## src/rtl/axis_iter_div.sv

```systemverilog
// Radix-2 restoring divider behind two AXI-stream operand channels; returns {remainder, quotient}.
// Optional DIV_EARLY_OUT_EN: skip the iteration when the divisor is zero or |dividend| < |divisor|.
module axis_iter_div #(
  parameter int DATA_W = 32,
  parameter bit SIGNED = 1'b1
) (
  input  logic                  clk,
  input  logic                  reset,
  input  logic                  flush,
  input  logic                  s_axis_dividend_tvalid,
  output logic                  s_axis_dividend_tready,
  input  logic [DATA_W-1:0]     s_axis_dividend_tdata,
  input  logic                  s_axis_divisor_tvalid,
  output logic                  s_axis_divisor_tready,
  input  logic [DATA_W-1:0]     s_axis_divisor_tdata,
  output logic                  m_axis_dout_tvalid,
  output logic [2*DATA_W-1:0]   m_axis_dout_tdata
);
  localparam int CNT_W = (DATA_W > 1) ? $clog2(DATA_W) : 1;

  typedef enum logic [1:0] {IDLE, LOAD, BUSY, DONE} state_e;

  state_e              state_q, state_d;
  logic                have_dvd_q, have_dvd_d, have_dvs_q, have_dvs_d;
  logic [DATA_W-1:0]   dvd_q, dvd_d, dvs_q, dvs_d;
  logic [DATA_W-1:0]   rem_q, rem_d, quo_q, quo_d, bmag_q, bmag_d;
  logic [CNT_W-1:0]    cnt_q, cnt_d;
  logic                qneg_q, qneg_d, rneg_q, rneg_d, dz_q, dz_d;
  logic [2*DATA_W-1:0] dout_q, dout_d;

  logic                dvd_fire, dvs_fire;
  logic                a_neg, b_neg, borrow;
  logic [DATA_W-1:0]   a_mag, b_mag, rem_step, quo_step, q_fix, r_fix;
  logic [DATA_W:0]     shifted;

  assign s_axis_dividend_tready = (state_q == IDLE) && !have_dvd_q && !reset;
  assign s_axis_divisor_tready  = (state_q == IDLE) && !have_dvs_q && !reset;
  assign dvd_fire = s_axis_dividend_tvalid && s_axis_dividend_tready;
  assign dvs_fire = s_axis_divisor_tvalid && s_axis_divisor_tready;

  assign m_axis_dout_tvalid = (state_q == DONE);
  assign m_axis_dout_tdata  = dout_q;

  // Magnitudes fit in DATA_W bits unsigned, including |-2^(DATA_W-1)|. The partial
  // remainder stays below |divisor|, so only the shifted trial value needs an extra bit.
  always_comb begin
    a_neg    = SIGNED && dvd_q[DATA_W-1];
    b_neg    = SIGNED && dvs_q[DATA_W-1];
    a_mag    = a_neg ? -dvd_q : dvd_q;
    b_mag    = b_neg ? -dvs_q : dvs_q;
    shifted  = {rem_q, quo_q[DATA_W-1]};
    borrow   = shifted < {1'b0, bmag_q};
    rem_step = borrow ? shifted[DATA_W-1:0] : shifted[DATA_W-1:0] - bmag_q;
    quo_step = {quo_q[DATA_W-2:0], !borrow};
    q_fix    = qneg_q ? -quo_step : quo_step;
    r_fix    = rneg_q ? -rem_step : rem_step;
  end

  always_comb begin
    // NOTE: every signal gets its hold value first so no path can infer a latch.
    state_d    = state_q;
    have_dvd_d = have_dvd_q;
    have_dvs_d = have_dvs_q;
    dvd_d      = dvd_q;
    dvs_d      = dvs_q;
    rem_d      = rem_q;
    quo_d      = quo_q;
    bmag_d     = bmag_q;
    cnt_d      = cnt_q;
    qneg_d     = qneg_q;
    rneg_d     = rneg_q;
    dz_d       = dz_q;
    dout_d     = dout_q;

    if (dvd_fire) begin
      have_dvd_d = 1'b1;
      dvd_d      = s_axis_dividend_tdata;
    end
    if (dvs_fire) begin
      have_dvs_d = 1'b1;
      dvs_d      = s_axis_divisor_tdata;
    end

    case (state_q)
      IDLE: if (have_dvd_q && have_dvs_q) state_d = LOAD;
      LOAD: begin
        qneg_d  = a_neg ^ b_neg;
        rneg_d  = a_neg;
        dz_d    = (dvs_q == '0);
        rem_d   = '0;
        quo_d   = a_mag;
        bmag_d  = b_mag;
        cnt_d   = CNT_W'(DATA_W - 1);
        state_d = BUSY;
`ifdef DIV_EARLY_OUT_EN
        if ((dvs_q == '0) || (a_mag < b_mag)) begin
          state_d = DONE;
          dout_d  = (dvs_q == '0) ? {dvd_q, {DATA_W{1'b1}}} : {dvd_q, {DATA_W{1'b0}}};
        end
`endif
      end
      BUSY: begin
        rem_d = rem_step;
        quo_d = quo_step;
        cnt_d = cnt_q - CNT_W'(1);
        if (cnt_q == '0) begin
          state_d = DONE;
          // Divide by zero bypasses sign correction: remainder is the raw dividend.
          dout_d  = dz_q ? {dvd_q, {DATA_W{1'b1}}} : {r_fix, q_fix};
        end
      end
      DONE: begin
        state_d    = IDLE;
        have_dvd_d = 1'b0;
        have_dvs_d = 1'b0;
      end
      default: state_d = IDLE;
    endcase

    // Flush discards any held or in-flight work, including an operand arriving this cycle.
    if (flush) begin
      state_d    = IDLE;
      have_dvd_d = 1'b0;
      have_dvs_d = 1'b0;
      dout_d     = dout_q;
    end
  end

  always_ff @(posedge clk) begin
    // NOTE: sequential state uses non-blocking assignments so all flops update together.
    if (reset) begin
      state_q    <= IDLE;
      have_dvd_q <= 1'b0;
      have_dvs_q <= 1'b0;
      dvd_q      <= '0;
      dvs_q      <= '0;
      rem_q      <= '0;
      quo_q      <= '0;
      bmag_q     <= '0;
      cnt_q      <= '0;
      qneg_q     <= 1'b0;
      rneg_q     <= 1'b0;
      dz_q       <= 1'b0;
      dout_q     <= '0;
    end else begin
      state_q    <= state_d;
      have_dvd_q <= have_dvd_d;
      have_dvs_q <= have_dvs_d;
      dvd_q      <= dvd_d;
      dvs_q      <= dvs_d;
      rem_q      <= rem_d;
      quo_q      <= quo_d;
      bmag_q     <= bmag_d;
      cnt_q      <= cnt_d;
      qneg_q     <= qneg_d;
      rneg_q     <= rneg_d;
      dz_q       <= dz_d;
      dout_q     <= dout_d;
    end
  end

endmodule
```

## config.mk

```make
export PLATFORM = sky130hd
export DESIGN_NAME = axis_iter_div
export DESIGN_NICKNAME = d
export VERILOG_FILES = /design/src/rtl/axis_iter_div.sv
export SDC_FILE = /design/constraint.sdc
export NUM_CORES = 1
export LEC_CHECK = 0
export BUFFER_PORTS_ARGS = -buffer_cell sky130_fd_sc_hd__buf_4
export CORE_MARGIN = 2
export CORE_UTILIZATION = 40
export CTS_BUF_LIST = sky130_fd_sc_hd__clkbuf_4 sky130_fd_sc_hd__clkbuf_8
export CTS_CLUSTER_DIAMETER = 40
export DETAILED_ROUTE_END_ITERATION = 8
export SLEW_MARGIN = 20
export SYNTH_ARGS = -nofsm -noshare
export SYNTH_HDL_FRONTEND = slang
export SYNTH_SLANG_ARGS = --single-unit
```

## constraint.sdc

```tcl
create_clock -name clk -period 9 [get_ports clk]
set_input_delay 0.45 -clock clk [delete_from_list [all_inputs] [get_ports clk]]
set_output_delay 0.45 -clock clk [all_outputs]
set_load 0.05 [all_outputs]
```

==> flow_summary.yaml <==
clocking:
  path_clk_slew_ns: 0.06
  post_cts.repair.setup_buffers: 0
  clk_path_buf_depth: 3
  postCtsResizedCells: 0
  numCtsBuffers: 49
  cts_hold_buf: 0
  root_buffer: "clkbuf_8"
  cts_tree: "yes"
  htreeDepth: 2
  cts_sinks: 236
  clk_latency_ns: 0.60
route:
  viasPerCell: 5.62
  firstDrtPassIters: 5
  totalWireLength_um: 45300
  vias: 13700
  drc: 0
  drt_first_iter_violations: 937
  wl_per_cell_um: 18.5
  detail-route-antenna-nets: 0
placement:
  gp_congestion: 0.897
  dp_cells: 2357
  portBuffers: 135
  placed_area_sq_um: 15700
  place_hpwl_um: 33100
setup_path:
  slowest_delay_ns: 0.46
  cp_max_fo: 33
  worstPathRequired_ns: 9.50
  critPathArrivalTime_ns: 6.20
  critPathSlowestCell: "a2111oi_2"
  crit_path_cell_trace: "ha_1 > a21oi_1 > o21ai_0 > a2111oi_2 > o21a_1 > nand2_2 > buf_4 > o21ai_0 > ha_1 > nand2_1 > a221oi_1 > nand3_1 > nor4_1 > a41o_1 > nand4_1 > o31ai_1 > xor2_1 > a221oi_1"
  critPathKind: "register to register"
  cp-end-kind: "register"
  start_kind: "register"
finish:
  drive_gt1_share_pct: 14.6
  final_core_util_pct: 47.4
  area_growth_pct: 16.5
  final_area_sq_um: 16800
  nNetsFinal: 2059
  final_cells: 2444
  antennaDiodeCount: 0
sta:
  relSlewSlack_pct: 35.8
  hold_ws_ns: 0.0494
  setup_viol: 0
  hold_viol_final: 0
  timing.final.crit_share_pct: 63.3
  worstMarginPinSlew_ns: 0.963
  clock_skew_ns: 0.0402
  setup-tns-final_ns: 0
  max_freq_mhz: 175
  slew_viol_final: 0
  rsz0062_at_grt: "no"
  period_minus_slack_ns: 5.70
floorplanning:
  pin_count: 136
  rows: 69
  core-area_sq_um: 35600
  start_util_pct: 40.7
  die_x_um: 194
  die_y_um: 194
  die_area_sq_um: 37700
job:
  cap_violations: 0
status:
  status: "finished, final reports clean"
synthesis:
  synth_edf_count: 0
  ys_warn_count: 0
  async_flop_share_pct: 0
  postSynthAreaPerCell_sq_um: 7.74
  ys_ff_latch: 236
  ys.flop_type: "dfxtp_1"
  seq_area_frac_synth_pct: 32.7
  syn_area_sq_um: 14500
  synth_cell_types: 90
  syn_nets: 1980
  syn_inst: 1868
power_and_ir_drop:
  peakVddDrop_uv: 144
  p_leak_nw: 6.37
  power.density_nw_per_um2: 167
global_routing:
  grt_pass1_vias: 12800
  grt_pass1_wl_um: 71400
  grt_usage_pct: 23.2
  grt_max_degree: 84
  antenna_found_initial: 0
  overflow: 0
min_path:
  hold_path_class: "input port to register"
## cells in the mapped netlist (all sizes together), types with 5 or more instances
master     n  area, sq um
o211ai    17          128
xnor2     29          254
a31oi     15          100
a21o       9         77.6
a21oi     81          413
nand3b    10         75.1
ha        42          526
or3       27          178
nor2     219          822
o41ai     19          174
buf       16         78.8
inv       53          199
nand3     30          150
nor2b     11         68.8
o31ai     41          322
a221oi     5         43.8
o22ai      9         56.3
o21a      11         82.6
o21ai    167          847
and3      11         68.8
and2       7         46.3
nor3      18         90.1
mux2i     54          541
nor4      17          106
clkbuf   108          408
nand4      9         56.3
nand2    229          862
a211oi    70          531
or2        9         56.3
a311oi    12          111
nand2b    67          419
dfxtp    236         4720
or4       20          150
o2111ai    8         76.3
xor2      95          832
a22oi     19          143
## critical path, delay by kind of cell, from the launching register on
family / cells / cell delay (ns)
buf+inv: 1 / 0.37
xor+xnor: 1 / 0.11
flops: 1 / 0.34
compound gates: 9 / 2.77
fa+ha+maj: 2 / 0.83
simple gates: 5 / 1.16
## per-layer routing
metal  share of wire, %  GRT usage (%)
met4                2.5           7.30
met2                 45           36.6
met5                  0              0
met3                5.6           3.43
met1                 47           32.6
## cells in the final DEF (no fill, tap or decap), types with 14 or more instances in the layout
cell / n
or3_1: 23
nand2_1: 228
inv_1: 52
a21oi_1: 79
a22oi_1: 19
xnor2_1: 29
nor2_1: 218
o21ai_0: 164
buf_4: 151
clkbuf_8: 54
nand3_1: 30
mux2i_1: 54
a211oi_1: 69
ha_1: 39
o41ai_1: 17
dfxtp_1: 235
or4_1: 20
nand2b_1: 67
xor2_1: 95
o31ai_1: 40
nor4_1: 17
a31oi_1: 14
nor3_1: 18
o211ai_1: 17
## where the power goes
group / internal, W / leakage, nW / total, W / switching (W)
combinational: 0.000156 / 3.88 / 0.000394 / 0.000238
clock: 0.000800 / 0.574 / 0.00131 / 0.000509
sequential: 0.00107 / 1.91 / 0.00111 / 0.0000417
total: 0.00203 / 6.37 / 0.00281 / 0.000789
## state kept, by name, summed over array words and instances, names as in the netlist
signal             cells
cnt_q                  5
have_dvd_q             1
dvd_q                 32
dz_q                   1
m_axis_dout_tdata     64
quo_q                 32
qneg_q                 1
have_dvs_q             1
state_q                2
dvs_q                 32
rneg_q                 1
bmag_q                32
rem_q                 32
## cell families (layout without fill, tap and decap cells)
kind of cell	count (synthesis)	count (layout)	synth area share, %
AOI/OAI and AO/OA	525	525	24.3
muxes	58	58	4.05
DFF	236	236	32.7
adders and majority gates	43	43	3.77
and+or+nand+nor	703	703	22.9
buffers and inverters	179	294	4.79
xor gates and xnor gates	124	124	7.51
## through the flow
step / total power [W] / setup WS (ns)
2_1_floorplan: 0.00140 / 4.02
3_3_place_gp: 0.00152 / 3.77
3_5_place_dp: 0.00152 / 3.51
4_1_cts: 0.00284 / 3.44
5_1_grt: 0.00293 / 2.82
6_report: 0.00281 / 3.30
## area by class of cell
class                      instances  area (sq um)
tap                              461           577
clock inverter                    22           300
timing repair buffer             152          1140
clock buffer                      65           826
sequential                       236          4730
multi-input combinational       1453          9070
inverter                          55           206
fill                            3619         18700
## worst paths after layout
| path | start | to | slack, ns | cells past startpoint |
|---|---|---|---|---|
| worst max-delay path | rem_q[25]$_SDFFE_PP0P_ | m_axis_dout_tdata[62]$_SDFFE_PP0P_ | 3.30 | 18 |
| worst min-delay path | s_axis_dividend_tdata[14] | dvd_q[14]$_SDFFE_PP0P_ | 0.05 | 3 |
| worst max register to register | rem_q[25]$_SDFFE_PP0P_ | m_axis_dout_tdata[62]$_SDFFE_PP0P_ | 3.30 | 18 |
| worst min register to register | bmag_q[24]$_SDFFE_PP0N_ | bmag_q[24]$_SDFFE_PP0N_ | 0.48 | 2 |
Note: power is estimated with default switching activity, not from simulation.
